--- src/rtl/button_debounce_encoder.sv ---
`timescale 1ns / 1ps
`default_nettype none
// +--------------------------------------------------------------------------+
// | Module      : button_debounce_encoder                                    |
// | Description : Input stage for the LED chaser game. Synchronises and      |
// |               debounces three raw push-buttons, detects press events     |
// |               and encodes each press into a registered 3-bit code with   |
// |               a one-cycle valid strobe.                                  |
// | Revision    : 1.0 - initial release                                      |
// +--------------------------------------------------------------------------+
// | Ports                                                                    |
// |   clk         in   1  system clock, rising edge                          |
// |   reset       in   1  asynchronous active-low reset                      |
// |   button_raw  in   3  raw bouncy asynchronous buttons, active-high       |
// |   btn_level   out  3  debounced level per button                        |
// |   btn_code    out  3  1/2/3 = button 0/1/2 pressed, 0 = none            |
// |   btn_valid   out  1  one-cycle strobe qualifying btn_code              |
// |   multi_press out  1  strobe with btn_valid when >1 press in one cycle  |
// +--------------------------------------------------------------------------+
// | Optional feature macro: BUTTON_AUTOREPEAT_EN                             |
// |   Defined   : held button re-emits its code after REPEAT_DELAY cycles    |
// |               and then every REPEAT_PERIOD cycles.                       |
// |   Undefined : no hold timer; a held button yields exactly one event.     |
// +--------------------------------------------------------------------------+
module button_debounce_encoder #(
  parameter int DEBOUNCE_CYCLES = 250000,
  parameter int REPEAT_DELAY    = 12500000,
  parameter int REPEAT_PERIOD   = 2500000
) (
  input  logic       clk,
  input  logic       reset,
  input  logic [2:0] button_raw,
  output logic [2:0] btn_level,
  output logic [2:0] btn_code,
  output logic       btn_valid,
  output logic       multi_press
);

  localparam logic [23:0] c_deb_last = 24'(DEBOUNCE_CYCLES - 1);

  // Reject parameter values the 24-bit counters cannot represent.
  generate
    if ((DEBOUNCE_CYCLES < 2) || (DEBOUNCE_CYCLES > 16777215)) begin : g_bad_debounce
      $error("DEBOUNCE_CYCLES out of range 2..2^24-1");
    end
    if ((REPEAT_DELAY < 1) || (REPEAT_DELAY > 16777215) ||
        (REPEAT_PERIOD < 1) || (REPEAT_PERIOD > 16777215)) begin : g_bad_repeat
      $error("REPEAT_DELAY/REPEAT_PERIOD out of range 1..2^24-1");
    end
  endgenerate

  logic [2:0]  r_sync1;
  logic [2:0]  r_sync2;
  logic [2:0]  r_level;
  logic [2:0]  r_level_d;
  logic [23:0] r_cnt [3];
  logic [2:0]  r_code;
  logic        r_valid;
  logic        r_multi;

  logic [2:0]  w_press;
  logic [2:0]  w_press_code;
  logic        w_multi;
  logic        w_rep_fire;
  logic [2:0]  w_rep_code;

  // Two-flop synchroniser followed by per-button stability counters. The
  // counter only runs while the synchronised input disagrees with the
  // accepted level, so any glitch shorter than DEBOUNCE_CYCLES restarts it.
  always_ff @(posedge clk or negedge reset) begin
    if (!reset) begin
      r_sync1   <= '0;
      r_sync2   <= '0;
      r_level   <= '0;
      r_level_d <= '0;
      for (int i = 0; i < 3; i++) begin
        r_cnt[i] <= '0;
      end
    end else begin
      r_sync1   <= button_raw;
      r_sync2   <= r_sync1;
      r_level_d <= r_level;
      for (int i = 0; i < 3; i++) begin
        if (r_sync2[i] == r_level[i]) begin
          r_cnt[i] <= '0;
        end else if (r_cnt[i] == c_deb_last) begin
          r_level[i] <= r_sync2[i];
          r_cnt[i]   <= '0;
        end else begin
          r_cnt[i] <= r_cnt[i] + 24'd1;
        end
      end
    end
  end

  // Press = debounced level rising; releases are ignored.
  assign w_press = r_level & ~r_level_d;
  assign w_multi = (w_press[0] & w_press[1]) | (w_press[0] & w_press[2]) |
                   (w_press[1] & w_press[2]);

  // Lowest pressed index wins the code.
  always_comb begin
    w_press_code = 3'd0;
    if (w_press[0]) begin
      w_press_code = 3'd1;
    end else if (w_press[1]) begin
      w_press_code = 3'd2;
    end else if (w_press[2]) begin
      w_press_code = 3'd3;
    end
  end

`ifdef BUTTON_AUTOREPEAT_EN
  localparam logic [23:0] c_rep_delay_last  = 24'(REPEAT_DELAY - 1);
  localparam logic [23:0] c_rep_period_last = 24'(REPEAT_PERIOD - 1);

  logic [23:0] r_hold_cnt;
  logic        r_hold_rep;   // 0: waiting for first repeat, 1: periodic phase
  logic [2:0]  r_hold_code;  // code of the button the timer is tracking
  logic [2:0]  w_held_code;
  logic        w_held_same;

  always_comb begin
    w_held_code = 3'd0;
    if (r_level[0]) begin
      w_held_code = 3'd1;
    end else if (r_level[1]) begin
      w_held_code = 3'd2;
    end else if (r_level[2]) begin
      w_held_code = 3'd3;
    end
  end

  // The tracked button is still the lowest one held; any change (including
  // its release) restarts the timer on the next edge.
  assign w_held_same = (w_held_code != 3'd0) && (w_held_code == r_hold_code);
  assign w_rep_fire  = w_held_same &&
                       (r_hold_cnt == (r_hold_rep ? c_rep_period_last : c_rep_delay_last));
  assign w_rep_code  = r_hold_code;

  always_ff @(posedge clk or negedge reset) begin
    if (!reset) begin
      r_hold_cnt  <= '0;
      r_hold_rep  <= 1'b0;
      r_hold_code <= 3'd0;
    end else if ((|w_press) || !w_held_same) begin
      r_hold_cnt  <= '0;
      r_hold_rep  <= 1'b0;
      r_hold_code <= w_held_code;
    end else if (w_rep_fire) begin
      r_hold_cnt <= '0;
      r_hold_rep <= 1'b1;
    end else begin
      r_hold_cnt <= r_hold_cnt + 24'd1;
    end
  end
`else
  assign w_rep_fire = 1'b0;
  assign w_rep_code = 3'd0;
`endif

  // Registered encoder; a genuine press outranks a repeat in the same cycle.
  always_ff @(posedge clk or negedge reset) begin
    if (!reset) begin
      r_valid <= 1'b0;
      r_code  <= 3'd0;
      r_multi <= 1'b0;
    end else if (|w_press) begin
      r_valid <= 1'b1;
      r_code  <= w_press_code;
      r_multi <= w_multi;
    end else if (w_rep_fire) begin
      r_valid <= 1'b1;
      r_code  <= w_rep_code;
      r_multi <= 1'b0;
    end else begin
      r_valid <= 1'b0;
      r_code  <= 3'd0;
      r_multi <= 1'b0;
    end
  end

  assign btn_level   = r_level;
  assign btn_code    = r_code;
  assign btn_valid   = r_valid;
  assign multi_press = r_multi;

endmodule
`default_nettype wire

--- config.mk ---
export PLATFORM = sky130hd
export DESIGN_NAME = button_debounce_encoder
export DESIGN_NICKNAME = d
export VERILOG_FILES = /design/src/rtl/button_debounce_encoder.sv
export SDC_FILE = /design/constraint.sdc
export NUM_CORES = 1
export LEC_CHECK = 0
export CAP_MARGIN = 20
export CORE_MARGIN = 1
export CORE_UTILIZATION = 66
export DETAILED_ROUTE_END_ITERATION = 7
export GPL_TIMING_DRIVEN = 1
export MAX_ROUTING_LAYER = met4
export PLACE_DENSITY_LB_ADDON = 0.3
export SYNTH_ARGS = -nofsm -noshare
export SYNTH_HDL_FRONTEND = slang
export SYNTH_SLANG_ARGS = --single-unit
--- constraint.sdc ---
create_clock -name clk -period 3.2 [get_ports clk]
set_input_delay 0.64 -clock clk [delete_from_list [all_inputs] [get_ports clk]]
set_output_delay 0.64 -clock clk [all_outputs]
set_load 0.005 [all_outputs]
==> flow_metrics.env, run 1 <==
export IMPL_grt_pass1_wl_um=13300
export IMPL_yosysWarnings=0
export IMPL_cp_required_ns=3.40
export IMPL_final_cell_area_mm2=0.00456
export IMPL_p_leak_uw=0.00180
export IMPL_numCtsBuffers=9
export IMPL_synth_cells=419
export IMPL_slew_headroom=0.354
export IMPL_hpwl_um=5090
export IMPL_drive_gt1_frac=0.0776
export IMPL_finClkSkew_ns=0.0153
export IMPL_clk_pin_slew_ns=0.09
export IMPL_wl_per_cell_um=15.2
export IMPL_synth_edf_count=0
export IMPL_syn_area_per_cell_um2=9.96
export IMPL_gr_total_overflow=0
export IMPL_synth_top_family_by_area="simple AND/OR/NAND/NOR gates"
export IMPL_initial_core_util=0.692
export IMPL_worstSetupPathType="flip-flop to flip-flop"
export IMPL_max_freq_mhz=422
export IMPL_drt_pre_antenna_iters=4
export IMPL_rows=28
export IMPL_die_w_um=81.5
export IMPL_yosys_cell_types_count=43
export IMPL_syn_nets=427
export IMPL_synth_compound_area_frac=0.0702
export IMPL_worst_slack_ns=0.828
export IMPL_ys_seq_area_frac=0.528
export IMPL_ys_ff_latch=88
export IMPL_finalHoldViolations=0
export IMPL_die_h_um=81.5
export IMPL_placed_area_mm2=0.00434
export IMPL_worst_skew_pair_late_latency_ns=0.36
export IMPL_cts_tree="built"
export IMPL_ir_drop_v=0.000291
export IMPL_ant_nets=0
export IMPL_synth_xor_area_share=0.0966
export IMPL_cts_resized=0
export IMPL_tightest_slew_ns=0.970
export IMPL_gp_congestion=0.849
export IMPL_port_buffers=11
export IMPL_crit_arrival_ns=2.57
export IMPL_cts_buffer_depth=2
export IMPL_yosys_top_cells_area="dfrtp_1 (53%), xnor2_1 (7.8%), nor2_1 (5.7%)"
export IMPL_holdCritPathClass="input port to async pin"
export IMPL_slew_violations=0
export IMPL_pin_count=13
export IMPL_clk_root_buffer_cell="clkbuf_8"
export IMPL_yosysTopAreaCellShare=0.528
export IMPL_syn_to_final_growth_pct=9.18
export IMPL_synth_simple_area_share=0.258
export IMPL_finalPower_uw=1920
export IMPL_status="finished clean"
export IMPL_antenna_found_initial=0
export IMPL_critPathCaptureType="flip-flop"
export IMPL_timing_final_crit_period_ns=2.37
export IMPL_first_iter_violations=163
export IMPL_htree_num_levels=3
export IMPL_fin_crit_sh=0.741
export IMPL_fp_coreArea_mm2=0.00603
export IMPL_netlist_top_cells_count="dfrtp_1 (88), nor2_1 (63), xnor2_1 (37)"
export IMPL_die_area_mm2=0.00664
export IMPL_synth_top_area_cell="dfrtp_1"
export IMPL_cap_violations=0
export IMPL_cts_sinks=88
export IMPL_power_density_mw_per_mm2=422
export IMPL_hold_worst_slack_ns=0.200
export IMPL_synth_fa_ha_area_frac=0.0114
export IMPL_vias_per_cell=6.10
export IMPL_synthArstFlopShare=1.00
export IMPL_track_usage=0.271
export IMPL_via_count=3129
export IMPL_synth_most_common_cell="dfrtp_1"
export IMPL_rsz0062_at_grt="no"
export IMPL_post_route_drc_count=0
export IMPL_grt_max_degree=89
export IMPL_wirelength_um=7780
export IMPL_setup_violations=0
export IMPL_synthesis_area_mm2=0.00417
export IMPL_worstPathMaxFanout=24
export IMPL_nets=441
export IMPL_setup_tns_ns=0
export IMPL_grt_pass1_vias=2880
export IMPL_synth_ff_type="dfrtp_1"
export IMPL_muxShareOfSynthArea=0.00810
export IMPL_antenna_cells=0
export IMPL_ctsHoldBuffers=0
export IMPL_cts_setup_buffers=0
export IMPL_worstSetupStartpointType="flip-flop"
export IMPL_dp_slack_ns=0.884
-- metrics by stage --
step           utilization  cells
2_1_floorplan            -    419
3_3_place_gp         0.721    496
3_5_place_dp         0.721    496
4_1_cts              0.751    512
5_1_grt              0.756    513
6_report             0.756    513
-- flip-flops by register name, indices dropped and copies added, names as in the netlist --
| name | flops |
|---|---|
| multi_press | 1 |
| r_cnt | 72 |
| btn_level | 3 |
| r_sync1 | 3 |
| r_level_d | 3 |
| r_sync2 | 3 |
| btn_code | 2 |
| btn_valid | 1 |
-- worst max-delay path, stage by stage, from the launching register on --
cell and delay [ns]:
dfrtp_1 0.45, nor2_1 0.11, or4b_2 0.65, o31ai_4 0.87, nor2_1 0.13
-- logic make-up after synthesis --
family | after synthesis
adders and majority gates | 4
muxes | 3
xor gates and xnor gates | 46
AOI/OAI and AO/OA | 49
DFF | 88
other | 1
buffers and inverters | 27
and+or+nand+nor | 201
-- report_power, final --
part           internal [uW]  total [uW]  switching (uW)
Combinational           21.6        67.6            46.0
Clock                    296         719             423
Sequential              1120        1140            12.1
-- cell type report --
cell class,count,area (um2)
sequential,88,2200
multi-input combinational,304,1860
fill,432,1470
timing repair buffer,16,165
clock buffer,9,124
tap,75,93.8
clock inverter,7,60.1
inverter,14,52.6
-- layer usage --
layer  global-route usage  vias to the layer above  part of all wire
met4                0.109                        0             0.015
met5                    -                        -                 0
li1                     -                     1514                 -
met1                0.366                     1531              0.48
met2                0.413                       74              0.48
met3               0.0389                       10             0.032
-- cell usage in the layout, fill, tap and decap left out, types with 2 or more instances in the layout --
cell type | synthesis | layout
inv_1 | 14 | 14
buf_4 | 2 | 5
ha_1 | 3 | 3
nor4_1 | 18 | 18
nor4bb_1 | 2 | 2
or2_2 | 2 | 2
inv_6 | 0 | 4
nor2b_1 | 4 | 4
clkinv_4 | 0 | 2
o21ai_0 | 15 | 15
o31ai_1 | 6 | 6
xor2_1 | 9 | 9
nor2_1 | 63 | 63
mux2_2 | 3 | 3
clkbuf_8 | 0 | 9
or3_1 | 19 | 19
nor3_1 | 10 | 10
and3_1 | 5 | 5
or4_1 | 9 | 9
dfrtp_1 | 88 | 88
nand2_1 | 18 | 18
a21oi_1 | 21 | 21
clkdlybuf4s50_1 | 0 | 10
xnor2_1 | 37 | 37
nand3_1 | 25 | 25
nand4_1 | 16 | 16
-- path summary, 6_finish.rpt --
kind,start,end,slack (ns),depth (start not counted)
min in group clk,r_sync1[2],r_sync2[2],0.36,0
worst min register to register,r_sync1[2],r_sync2[2],0.36,0
max in group asynchronous,reset,r_cnt[10],2.40,2
worst max-delay path,r_cnt[9],r_cnt[6],0.83,4
worst max register to register,r_cnt[9],r_cnt[6],0.83,4
worst min-delay path,reset,r_cnt[67],0.20,1
Power figures use the tool's default switching activity.
==> run 2: changes to the inputs <==
Settings changed: CORE_UTILIZATION 66 to 61.
Clock period 3.2 ns to 2.2 ns, I/O delays scaled along.
==> run 2 against run 1 <==
Net effect: register-to-register slack got worse by 0.68 ns; total power increased by 47%; critical endpoint is now r_cnt[22]; maximum frequency rose by 16%; sequential cell count unchanged; largest power group unchanged; sequential share of layout area fell by 0.67 points; setup slack worse by 0.68 ns; wire length increased by 2.9%; clock power up 49%; clock-buffer cell count is the same; final cell count increased by 1.9%.
==> flow_metrics.env, run 2 (same netlist as run 1, synthesis figures left out) <==
export IMPL_grt_pass1_wl_um=13600
export IMPL_p_leak_uw=0.00183
export IMPL_filler_cell_count=474
export IMPL_setup_tns_ns=0
export IMPL_power_density_mw_per_mm2=610
export IMPL_tightest_slew_ns=0.538
export IMPL_cp_required_ns=2.50
export IMPL_finalNonFillerCells=523
export IMPL_wirelength_um=8000
export IMPL_ant_nets=0
export IMPL_ir_drop_v=0.000404
export IMPL_die_h_um=84.7
export IMPL_cts_setup_buffers=0
export IMPL_die_area_mm2=0.00717
export IMPL_fp_coreArea_mm2=0.00646
export IMPL_timing_final_crit_period_ns=2.05
export IMPL_multi_input_comb_area_mm2=0.00186
export IMPL_initial_core_util=0.646
export IMPL_htree_num_levels=3
export IMPL_largest_reg_flops=72
export IMPL_gr_total_overflow=0
export IMPL_numCtsBuffers=9
export IMPL_slew_violations=0
export IMPL_final_cell_mix="dfrtp_1 (88), nor2_1 (63), xnor2_1 (37)"
export IMPL_first_iter_violations=189
export IMPL_vias_per_cell=6.10
export IMPL_critPathCaptureType="flip-flop"
export IMPL_track_usage=0.248
export IMPL_cts_sinks=88
export IMPL_antenna_cells=0
export IMPL_placed_area_mm2=0.00443
export IMPL_nets=449
export IMPL_finalHoldViolations=0
export IMPL_port_buffers=11
export IMPL_holdCritPathClass="input port to async pin"
export IMPL_pin_count=13
export IMPL_grt_max_degree=48
export IMPL_dp_slack_ns=0.156
export IMPL_crit_arrival_ns=2.35
export IMPL_final_common_cell="dfrtp_1"
export IMPL_via_count=3188
export IMPL_r2r_start="r_cnt[0]"
export IMPL_worst_slack_ns=0.153
export IMPL_slew_headroom=0.642
export IMPL_cap_violations=0
export IMPL_max_freq_mhz=488
export IMPL_worstSetupStartpointType="flip-flop"
export IMPL_antenna_found_initial=0
export IMPL_regArea_mm2=0.00220
export IMPL_drt_pre_antenna_iters=6
export IMPL_clk_root_buffer_cell="clkbuf_8"
export IMPL_worstPathMaxFanout=7
export IMPL_rows=29
export IMPL_final_cell_area_mm2=0.00462
export IMPL_crit_start="r_cnt[0]"
export IMPL_die_w_um=84.7
export IMPL_largest_register="r_cnt"
export IMPL_grt_pass1_vias=3016
export IMPL_setup_violations=0
export IMPL_worstSetupPathType="flip-flop to flip-flop"
export IMPL_status="finished clean"
export IMPL_dp_cells=507
export IMPL_cts_buffer_depth=2
export IMPL_syn_to_final_growth_pct=10.7
export IMPL_clk_pin_slew_ns=0.10
export IMPL_post_route_drc_count=0
export IMPL_rsz0062_at_grt="no"
export IMPL_finClkSkew_ns=0.0133
export IMPL_fin_crit_sh=0.931
export IMPL_wl_per_cell_um=15.3
export IMPL_gp_congestion=0.909
export IMPL_drive_gt1_frac=0.0964
export IMPL_cts_tree="built"
export IMPL_worst_skew_pair_late_latency_ns=0.36
export IMPL_hpwl_um=5310
-- run 2: cell count changes in the layout (fill, tap and decap cells not counted) --
cell / delta
clkinv_4: -1
buf_12: +1
clkinvlp_4: +2
buf_16: -1
or4_4: +1
clkinv_8: +1
buf_4: +8
inv_6: -2
or4_1: -1
-- run 2: layout make-up --
cell class / count / share of cell area
clock buffer: 9 / 0.0268
clock inverter: 7 / 0.0141
inverter: 14 / 0.0114
multi-input combinational: 304 / 0.403
sequential: 88 / 0.477
tap: 77 / 0.0209
timing repair buffer: 24 / 0.0471
-- run 2: per-layer routing --
layer  global-route usage  wire (um)
met3               0.0472        367
met4               0.0909        132
met5                    -          0
met1                0.319       3630
met2                0.396       3870
-- run 2: worst paths after layout --
kind | endpoint | slack, ns | cells past startpoint
worst max-delay path | r_cnt[22] | 0.15 | 5
worst min-delay path | r_cnt[43] | 0.06 | 1
min in group clk | r_sync2[0] | 0.36 | 0
max in group asynchronous | r_cnt[10] | 1.51 | 2
worst min register to register | r_sync2[0] | 0.36 | 0
worst max register to register | r_cnt[22] | 0.15 | 5
-- run 2: timing repair --
| action | CTS | global route |
|---|---|---|
| gates resized for setup | 0 | 1 |
| hold buffers | 0 | 0 |
| hold endpoints to repair | 0 | 0 |
| setup endpoints to repair | 0 | 1 |
-- run 2: through the flow --
| step | hold slack (ns) | util | power (uW) |
|---|---|---|---|
| final | 0.0577 | 0.715 | 2820 |
| after global routing | 0.0857 | 0.715 | 2910 |
| after CTS | 0.0562 | 0.715 | 2840 |
| after detailed placement | 0.341 | 0.685 | 1790 |
| after global placement | 0.335 | 0.685 | 1780 |
| after floorplan | 0.144 | - | 1730 |
-- run 2: critical path, cell delays in order (launching register included) --
cell and delay, ns:
dfrtp_1 0.41, ha_1 0.27, nand4_4 0.11, or3_1 0.50, or4_4 0.56, a21oi_2 0.14
-- run 2: power breakdown --
part / switching (uW) / total [uW] / internal (uW)
Combinational: 67.4 / 97.4 / 30.0
Clock: 637 / 1070 / 429
Sequential: 18.6 / 1650 / 1630
